<file path="config.mk">
export PLATFORM = sky130hd
export DESIGN_NAME = keypad_scan_ctrl
export DESIGN_NICKNAME = d
export VERILOG_FILES = /design/src/rtl/keypad_pkg.sv /design/src/rtl/key_debounce.sv /design/src/rtl/keypad_scan_ctrl.sv
export SDC_FILE = /design/constraint.sdc
export NUM_CORES = 1
export LEC_CHECK = 0
export CAP_MARGIN = 20
export CORE_UTILIZATION = 64
export DETAILED_ROUTE_END_ITERATION = 16
export DONT_BUFFER_PORTS = 1
export PLACE_DENSITY = 0.8
export SLEW_MARGIN = 30
export SYNTH_ARGS = -nofsm -noshare
export SYNTH_HDL_FRONTEND = slang
export SYNTH_SLANG_ARGS = --single-unit
</file>
<file path="constraint.sdc">
create_clock -name clk -period 3.68 [get_ports clk]
set_input_delay 0.368 -clock clk [delete_from_list [all_inputs] [get_ports clk]]
set_output_delay 0.368 -clock clk [all_outputs]
set_load 0.05 [all_outputs]
</file>
<file path="src/rtl/keypad_pkg.sv">
// Shared sizing helpers, serializer state type and event layout for the keypad scanner.
// HEX_MAP_4X4 is the printed legend of the standard 4x4 pad, indexed by raw key index.
package keypad_pkg;

  typedef enum logic {SER_IDLE, SER_RUN} ser_state_e;

  function automatic int key_w(input int rows, input int cols);
    return (rows * cols > 1) ? $clog2(rows * cols) : 1;
  endfunction

  // Release flag sits just above the key index in an event word.
  function automatic int rel_bit(input int rows, input int cols);
    return key_w(rows, cols);
  endfunction

  localparam logic [3:0] HEX_MAP_4X4 [16] = '{
    4'h1, 4'h2, 4'h3, 4'hA,
    4'h4, 4'h5, 4'h6, 4'hB,
    4'h7, 4'h8, 4'h9, 4'hC,
    4'hE, 4'h0, 4'hF, 4'hD
  };

endpackage

</file>
<file path="src/rtl/key_debounce.sv">
// One key's debouncer: stable flips after DEBOUNCE consecutive differing samples.
// change_o pulses combinationally during the sampling cycle that causes the flip.
module key_debounce #(
  parameter int DEBOUNCE = 12
) (
  input  logic clk,
  input  logic rst,
  input  logic sample_en_i,
  input  logic sample_i,
  output logic stable_o,
  output logic change_o
);

  localparam int CW = (DEBOUNCE > 1) ? $clog2(DEBOUNCE) : 1;
  localparam logic [CW-1:0] CNT_LAST = CW'(DEBOUNCE - 1);

  logic [CW-1:0] cnt_q, cnt_d;
  logic          stable_q, stable_d;
  logic          differ;

  assign differ = sample_i ^ stable_q;

  always_comb begin
    cnt_d    = cnt_q;
    stable_d = stable_q;
    change_o = 1'b0;
    if (sample_en_i) begin
      if (!differ) begin
        cnt_d = '0;
      end else if (cnt_q == CNT_LAST) begin
        stable_d = ~stable_q;
        cnt_d    = '0;
        change_o = 1'b1;
      end else begin
        cnt_d = cnt_q + CW'(1);
      end
    end
  end

  always_ff @(posedge clk) begin
    if (rst) begin
      cnt_q    <= '0;
      stable_q <= 1'b0;
    end else begin
      cnt_q    <= cnt_d;
      stable_q <= stable_d;
    end
  end

  assign stable_o = stable_q;

endmodule

</file>
<file path="src/rtl/keypad_scan_ctrl.sv">
// Matrix keypad scanner: row strobing, per-key debounce, press/release events via a ready/valid FIFO.
// Events reach ev_valid COLS+3 clocks max after the flipping tick; a full FIFO without a pop drops and sets overflow.
module keypad_scan_ctrl
  import keypad_pkg::*;
#(
  parameter int ROWS       = 4,
  parameter int COLS       = 4,
  parameter int SCAN_DIV   = 32768,
  parameter int DEBOUNCE   = 12,
  parameter int FIFO_DEPTH = 8,
  localparam int KEY_W     = key_w(ROWS, COLS)
) (
  input  logic                 clk,
  input  logic                 rst,
  output logic [ROWS-1:0]      rowwrite,
  input  logic [COLS-1:0]      colread,
  output logic [KEY_W:0]       ev_data,
  output logic                 ev_valid,
  input  logic                 ev_ready,
  output logic [ROWS*COLS-1:0] pressed_map,
  output logic                 any_pressed,
  output logic                 overflow,
  input  logic                 ovf_clr
);

  localparam int NK  = ROWS * COLS;
  localparam int REL = rel_bit(ROWS, COLS);
  localparam int RW  = $clog2(ROWS);
  localparam int CW  = $clog2(COLS);
  localparam int DW  = $clog2(SCAN_DIV);
  localparam int AW  = $clog2(FIFO_DEPTH);
  localparam int EW  = KEY_W + 1;

  logic [COLS-1:0]  col_s1_q, col_s2_q;
  logic [DW-1:0]    div_cnt_q;
  logic [RW-1:0]    row_q;
  logic [ROWS-1:0]  rowwrite_q;
  logic             tick;

  logic [NK-1:0]    stable, change;
  logic [NK-1:0]    flag_q, flag_d;

  ser_state_e       ser_q;
  logic [RW-1:0]    ser_row_q;
  logic [CW-1:0]    ser_col_q;
  logic [KEY_W-1:0] ser_idx;
  logic             push_q;
  logic [EW-1:0]    push_dat_q;

  logic [EW-1:0]    mem_q [FIFO_DEPTH];
  logic [AW-1:0]    wr_ptr_q, rd_ptr_q;
  logic [AW:0]      count_q;
  logic             full, pop, wr_en, drop;
  logic             overflow_q;

  assign tick = (div_cnt_q == DW'(SCAN_DIV - 1));

  always_ff @(posedge clk) begin
    if (rst) begin
      col_s1_q   <= '1;
      col_s2_q   <= '1;
      div_cnt_q  <= '0;
      row_q      <= '0;
      rowwrite_q <= {{(ROWS-1){1'b1}}, 1'b0};
    end else begin
      col_s1_q <= colread;
      col_s2_q <= col_s1_q;
      if (tick) begin
        div_cnt_q  <= '0;
        row_q      <= (row_q == RW'(ROWS - 1)) ? '0 : row_q + RW'(1);
        rowwrite_q <= {rowwrite_q[ROWS-2:0], rowwrite_q[ROWS-1]};
      end else begin
        div_cnt_q <= div_cnt_q + DW'(1);
      end
    end
  end

  // Only the active row's keys see a sample, once per frame.
  for (genvar r = 0; r < ROWS; r++) begin : g_row
    for (genvar c = 0; c < COLS; c++) begin : g_col
      key_debounce #(.DEBOUNCE(DEBOUNCE)) u_key (
        .clk         (clk),
        .rst         (rst),
        .sample_en_i (tick && (row_q == RW'(r))),
        .sample_i    (~col_s2_q[c]),
        .stable_o    (stable[r*COLS+c]),
        .change_o    (change[r*COLS+c])
      );
    end
  end

  assign ser_idx = KEY_W'(ser_row_q) * KEY_W'(COLS) + KEY_W'(ser_col_q);

  always_comb begin
    flag_d = flag_q | change;
    if (ser_q == SER_RUN) flag_d[ser_idx] = 1'b0;
  end

  always_ff @(posedge clk) begin
    if (rst) begin
      ser_q      <= SER_IDLE;
      ser_row_q  <= '0;
      ser_col_q  <= '0;
      flag_q     <= '0;
      push_q     <= 1'b0;
      push_dat_q <= '0;
    end else begin
      flag_q <= flag_d;
      push_q <= 1'b0;
      case (ser_q)
        SER_IDLE: begin
          if (tick) begin
            ser_q     <= SER_RUN;
            ser_row_q <= row_q;
            ser_col_q <= '0;
          end
        end
        SER_RUN: begin
          if (flag_q[ser_idx]) begin
            push_q               <= 1'b1;
            push_dat_q[REL]      <= ~stable[ser_idx];
            push_dat_q[REL-1:0]  <= ser_idx;
          end
          if (ser_col_q == CW'(COLS - 1)) ser_q <= SER_IDLE;
          else ser_col_q <= ser_col_q + CW'(1);
        end
        default: ser_q <= SER_IDLE;
      endcase
    end
  end

  assign ev_valid = (count_q != '0);
  assign full     = (count_q == (AW+1)'(FIFO_DEPTH));
  assign pop      = ev_valid && ev_ready;
  assign wr_en    = push_q && (!full || pop);
  assign drop     = push_q && full && !pop;
  assign ev_data  = ev_valid ? mem_q[rd_ptr_q] : '0;

  // When full with a simultaneous pop, the write lands in the slot being vacated.
  always_ff @(posedge clk) begin
    if (rst) begin
      wr_ptr_q   <= '0;
      rd_ptr_q   <= '0;
      count_q    <= '0;
      overflow_q <= 1'b0;
    end else begin
      if (wr_en) begin
        mem_q[wr_ptr_q] <= push_dat_q;
        wr_ptr_q        <= wr_ptr_q + AW'(1);
      end
      if (pop) rd_ptr_q <= rd_ptr_q + AW'(1);
      if (wr_en && !pop) count_q <= count_q + (AW+1)'(1);
      else if (!wr_en && pop) count_q <= count_q - (AW+1)'(1);
      if (drop) overflow_q <= 1'b1;
      else if (ovf_clr) overflow_q <= 1'b0;
    end
  end

  assign rowwrite    = rowwrite_q;
  assign pressed_map = stable;
  assign any_pressed = |stable;
  assign overflow    = overflow_q;

endmodule

</file>
==> impl_metrics.yaml, run 1 <==
sta:
  fin_skew_ns: 0.01071
  max_freq_mhz: 344.2
  setup-violations-final: 0
  rsz0062_at_grt: "no"
  tightest_slew_ns: 0.8959
  fin_crit_ns: 2.906
  finalHoldViolCount: 0
  fin_setup_tns_ns: 0
  maxSlewViolCount: 0
  relSlewSlack: 0.4005
  fin_crit_sh: 0.7896
pwr:
  p_leak_uw: 0.003207
  vdd_drop_max_mv: 0.3720
  power.share.combinational: 0.125
  power_density_nw_per_um2: 505.0
  switching_share: 0.2712
  internal-power_uw: 3451
  clockPowerShare: 0.401
  switching_power_uw: 1284
  seqPwrFrac: 0.474
critical_path:
  reg2reg_depth: 12
  worstSetupPathDepth: 12
  cp-endpoint: "count_q[3]"
  critical_path_arrival_ns: 3.27
  critPathKind: "reg2reg"
  critPathSlowestCell: "dfxtp_1"
  r2r_end: "count_q[3]"
  path_delay_family: "simple AND/OR/NAND/NOR gates"
  start_kind: "flip-flop"
  cp_data_required_time_ns: 4.04
  cpPeakStageDelay_ns: 0.37
  end_kind: "flip-flop"
  critPathLaunch: "count_q[0]"
  crit_buf_inv: 3
  r2r_setup_slack_ns: 0.77
  crit_fanout: 6
  cp_cell_sequence: "nor4_1, buf_4, inv_1, nand2_1, ha_1, inv_1, ha_1, a21o_1, a21oi_1, xnor2_1, or3_1, a21oi_1"
  r2r-start: "count_q[0]"
run:
  drv_cap: 0
floorplanning:
  io_pins: 36
  rows: 42
  die_y_microns: 119.2
  die_x_microns: 119.2
  coreArea_sq_um: 13350
  initial_core_util: 0.6591
  dieArea_sq_um: 14220
route:
  ant_nets: 0
  wl_mm: 19.21
  via_count: 6717
  dr.pass1.iters: 5
  post-route-drc-count: 0
  drt_iter0_drc: 740
  wire_per_inst_microns: 18.33
  via_per_inst: 6.409
cts:
  clock-root-buffer: "clkbuf_16"
  cts_resized: 0
  ctsHoldBuffers: 0
  clk_path_buf_depth: 2
  cts.clk_slew.worst_paths_ns: 0.07
  htree_levels: 4
  clk_latency_ns: 0.44
  cts_tree: "built"
  cts_sinks: 190
  cts_setup_buffers: 0
  cts_buffers: 17
synth:
  synth_most_common_cell: "dfxtp_1"
  ys_ff_latch: 190
  synth_seq_area_share: 0.4779
  ys.flop_type: "dfxtp_1"
  async_reset_ff_frac: 0
  yosysWarningCount: 0
  synthTopCellsByCount: "dfxtp_1, a21oi_1, nand2_1"
  synth_edf_count: 40
  syn_area_sq_um: 8797
  syn_inst: 897
  synth_largest_area_cell: "dfxtp_1"
  synth_cell_type_count: 50
  synth.avg_cell_area_sq_um: 9.807
  synth_top_area_frac: 0.3413
  ys_top_cells_by_area: "dfxtp_1, edfxtp_1, a21oi_1, ha_1, mux4_2"
  syn-num-nets: 936
cells_and_area:
  nets: 898
  drive_gt1_frac: 0.08142
  multi_input_area_sq_um: 4233
  fill_cells: 961
  syn2layout_area_growth_pct: 6.571
  n_antenna_cell: 0
  register_area_sq_um: 4204
  final_util: 0.7024
global_route:
  grt_pass1_vias: 6528
  antenna_found_initial: 0
  globalRouteTotalUtil: 0.2799
  grt_pass1_wl_mm: 31.65
  overflow: 0
  grt_max_degree: 141
min_path:
  hp-class: "in2reg"
run_status:
  outcome: "finished, final reports clean"
placement:
  dp_hpwl_mm: 13.02
  io_buffers: 0
  gp_congestion: 0.8261
[layout make-up]
| type | instances | share of cell area |
|---|---|---|
| inverters | 15 | 0.006006 |
| repair buffers | 6 | 0.004804 |
| clock inverters | 13 | 0.01748 |
| well taps | 176 | 0.02349 |
| flip-flops and latches | 190 | 0.4484 |
| clock buffers | 19 | 0.04831 |
| multi-input cells | 629 | 0.4515 |
[cells by family (layout without fill, tap and decap cells)]
logic type / Yosys count / in the layout / synth area share
AND/OR/NAND/NOR: 336 / 336 / 0.2074
AO/OA/AOI/OAI: 190 / 190 / 0.1301
flip-flops: 190 / 190 / 0.4779
buffers and inverters: 78 / 53 / 0.04381
XOR/XNOR: 42 / 42 / 0.04181
adder cells (fa/ha/maj): 31 / 31 / 0.04494
multiplexers: 30 / 30 / 0.05405
[cells in the final DEF, fill, tap and decap left out, drive strengths merged, types with 17 or more instances in the layout]
cell type,count
nand3,60
nor2,59
clkbuf,19
edfxtp,40
dfxtp,150
inv,22
a31oi,17
a21oi,98
ha,30
xnor2,31
nand2,73
o21ai,27
or3,20
a311oi,31
and3b,17
nand4,17
[registers in the layout (all words and copies together) (netlist names), 2 cells and up, named ones only]
name,cells
ser_row_q,2
rd_ptr_q,3
push_dat_q,5
flag_q,16
g_row.g_col.u_key.cnt_q,64
rowwrite,4
row_q,2
count_q,4
col_s2_q,4
g_row.g_col.u_key.stable_o,16
wr_ptr_q,3
div_cnt_q,15
col_s1_q,4
ser_col_q,2
mem_q,40
[metrics by stage]
step / area, sq um / hold WS [ns] / worst slack [ns] / std cells / total power [uW]
3_3_place_gp: 8733 / 0.3979 / 0.9417 / 1016 / 2852
5_1_grt: 9375 / 0.002924 / 0.5641 / 1048 / 4870
6_report: 9375 / 0.01700 / 0.7744 / 1048 / 4735
3_5_place_dp: 8758 / 0.3980 / 0.8057 / 1016 / 2881
2_1_floorplan: 8797 / 0.3895 / 0.6599 / 897 / 2791
4_1_cts: 9375 / 0.002049 / 0.7726 / 1048 / 4749
[worst min-delay path by stage]
stage                startpoint                                to  cells after the start
finish                      rst                       rowwrite[0]                      1
global placement    col_s1_q[3]                       col_s2_q[3]                      1
global route                rst                          overflow                      1
CTS                         rst  g_row[3].g_col[1].u_key.cnt_q[1]                      1
floorplan           col_s1_q[0]                       col_s2_q[0]                      1
detailed placement  col_s1_q[0]                       col_s2_q[0]                      1
[worst reg2reg max path: cells and delay by family (launching register included)]
family,cells,cell delay [ns]
compound gates,3,0.51
xor+xnor,1,0.10
fa+ha+maj,2,0.51
buf+inv,3,0.54
flops,1,0.37
simple gates,3,0.80
[layer usage]
metal  track usage  up-vias  wire length, microns
met5             0        -                     0
met4        0.1155        0                   401
met3       0.06322       37                  1102
met2        0.4698      211                  9690
met1        0.3468     3278                  8016
li1              -     3191                     -
[power by group through the flow]
stage	clock network, uW	logic, uW	registers (uW)
2_1_floorplan	0	556	2230
3_3_place_gp	0	568	2280
3_5_place_dp	0	590	2290
4_1_cts	1910	593	2240
5_1_grt	1990	628	2250
6_report	1900	592	2240
Note: power is estimated with default switching activity, not from simulation.
==> run 2: changes to the inputs <==
--- a/config.mk
+++ b/config.mk
@@ -6,10 +6,10 @@
 export NUM_CORES = 1
 export LEC_CHECK = 0
 export CAP_MARGIN = 20
-export CORE_UTILIZATION = 64
+export CORE_UTILIZATION = 57
 export DETAILED_ROUTE_END_ITERATION = 16
 export DONT_BUFFER_PORTS = 1
-export PLACE_DENSITY = 0.8
+export PLACE_DENSITY = 0.75
 export SLEW_MARGIN = 30
 export SYNTH_ARGS = -nofsm -noshare
 export SYNTH_HDL_FRONTEND = slang
==> constraint.sdc (replaced) <==
create_clock -name clk -period 2.6 [get_ports clk]
set_input_delay 0.26 -clock clk [delete_from_list [all_inputs] [get_ports clk]]
set_output_delay 0.26 -clock clk [all_outputs]
set_load 0.05 [all_outputs]
==> impl_metrics.yaml, run 2 (synthesis results as in run 1) <==
run_status:
  outcome: "finished, final reports clean"
sta:
  fin_crit_ns: 2.514
  tightest_slew_ns: 0.7841
  max_freq_mhz: 397.8
  setup-violations-final: 0
  maxSlewViolCount: 0
  rsz0062_at_grt: "no"
  relSlewSlack: 0.4766
  fin_skew_ns: 0.006575
  layout_setup_ws_ns: 0.08594
  fin_crit_sh: 0.9669
  finalHoldViolCount: 0
  fin_setup_tns_ns: 0
min_path:
  hp-class: "in2reg"
cells_and_area:
  syn2layout_area_growth_pct: 11.42
  drive_gt1_frac: 0.1221
  top_register: "g_row.g_col.u_key.cnt_q"
  fill_cells: 1222
  mostFrequentLayoutCells: "dfxtp_1, a21oi_1, nand2_1, nor2_1, nand3_1"
  largest_reg_flops: 64
  top_regs: "g_row.g_col.u_key.cnt_q (64), mem_q (40)"
  n_antenna_cell: 0
  mostFrequentLayoutCell: "dfxtp_1"
  nets: 943
critical_path:
  cp-endpoint: "g_row[3].g_col[0].u_key.cnt_q[3]"
  r2r-start: "div_cnt_q[1]"
  critPathSlowestCell: "dlygate4sd3_1"
  crit_fanout: 5
  end_kind: "flip-flop"
  start_kind: "flip-flop"
  cpPeakStageDelay_ns: 0.55
  critPathKind: "reg2reg"
  critical_path_arrival_ns: 2.90
  reg2reg_depth: 8
  cp_data_required_time_ns: 2.98
  cp_cell_sequence: "ha_2, nand2_1, nor4_4, buf_12, nand4_1, or3_1, a21oi_1, dlygate4sd3_1"
  critPathLaunch: "div_cnt_q[1]"
  r2r_end: "g_row[3].g_col[0].u_key.cnt_q[3]"
  r2r_setup_slack_ns: 0.09
route:
  wire_per_inst_microns: 16.68
  wl_met2_mm: 8.776
  dr.pass1.iters: 6
  ant_nets: 0
  post-route-drc-count: 0
  top_layer_used: "met4"
  via_count: 6708
  via_per_inst: 6.071
  met3WireLength_microns: 881
  wl_mm: 18.43
  wl_met1_mm: 8.373
  drt_iter0_drc: 572
pwr:
  vdd_drop_max_mv: 0.4421
  power_density_nw_per_um2: 698.2
  p_total_uw: 6844
  p_leak_uw: 0.003447
cts:
  cts_buffers: 17
  cts_sinks: 190
  clk_latency_ns: 0.44
  clock-root-buffer: "clkbuf_16"
  clk_path_buf_depth: 2
  cts_tree: "built"
  htree_levels: 4
  cts.clk_slew.worst_paths_ns: 0.07
run:
  drv_cap: 0
global_route:
  globalRouteTotalUtil: 0.2367
  grt_max_degree: 133
  overflow: 0
  grt_pass1_vias: 6091
  grt_pass1_wl_mm: 30.04
  antenna_found_initial: 0
floorplanning:
  die_y_microns: 126.2
  initial_core_util: 0.5808
  coreArea_sq_um: 15150
  io_pins: 36
  dieArea_sq_um: 15930
  rows: 45
  die_x_microns: 126.2
placement:
  dp_slack_ns: 0.1609
  dp_hpwl_mm: 11.82
  io_buffers: 0
  gp_congestion: 0.8433
-- run 2: changes by cell type in the layout (fill, tap and decap cells not counted), moves of 2 or more --
cell / previous run / this run
dfxtp_1: 150 / 146
buf_12: 0 / 3
clkinv_2: 0 / 3
buf_4: 6 / 37
clkbuf_8: 2 / 0
dfxtp_2: 0 / 4
dlygate4sd3_1: 0 / 8
nor4_1: 6 / 9
nor4_2: 4 / 0
-- run 2: repair_timing --
item,CTS,global route
gates resized for setup,0,8
hold endpoints to repair,136,0
setup endpoints to repair,0,2
hold buffers,9,0
buffers inserted,0,3
-- run 2: how the worst min path moves through the flow --
stage,end,slack [ns],from,cells after the start
final,g_row[3].g_col[3].u_key.cnt_q[3],0.04,rst,2
after global placement,overflow,0.35,rst,1
after global routing,g_row[3].g_col[3].u_key.cnt_q[3],0.06,rst,2
after detailed placement,g_row[3].g_col[0].u_key.cnt_q[0],0.35,rst,1
after CTS,g_row[3].g_col[3].u_key.cnt_q[3],0.03,rst,2
after floorplan,col_s1_q[0],0.36,colread[0],1
-- run 2: critical path, delay by kind of cell, from the launching register on --
family          cells  cell delay, ns
simple gates        4            1.02
buf+inv             2            0.71
flops               1            0.35
fa+ha+maj           1            0.21
compound gates      1            0.15
-- run 2: final cells by class --
class	instances	area, sq um	area share
clock buffer	18	429.2	0.04378
inverter	15	56.30	0.005744
clock inverter	14	155.1	0.01583
timing repair buffer	51	481.7	0.04914
multi-input combinational	629	4235	0.4321
sequential	190	4209	0.4294
tap	188	235.2	0.02400
-- run 2: routing by layer --
layer  vias up  track usage
met5         -            0
met4         0      0.08505
met3        34      0.04545
met2       160       0.3851
met1      3226       0.3152
li1       3288            -
-- run 2: stage by stage --
step | instances | hold slack, ns | utilization | cell area (sq um)
final | 1105 | 0.03931 | 0.6472 | 9802
after global routing | 1105 | 0.05567 | 0.6472 | 9802
after CTS | 1101 | 0.02785 | 0.6418 | 9721
after detailed placement | 1060 | 0.3462 | 0.5961 | 9029
after global placement | 1060 | 0.3454 | 0.5961 | 9029
after floorplan | 897 | 0.3638 | - | 8812
-- run 2: power by group --
group	leakage, uW	internal [uW]	switching, uW
registers	0.00158	3060	106
logic	0.00158	439	625
clock network	0.000288	1440	1180
total	0.00345	4940	1910
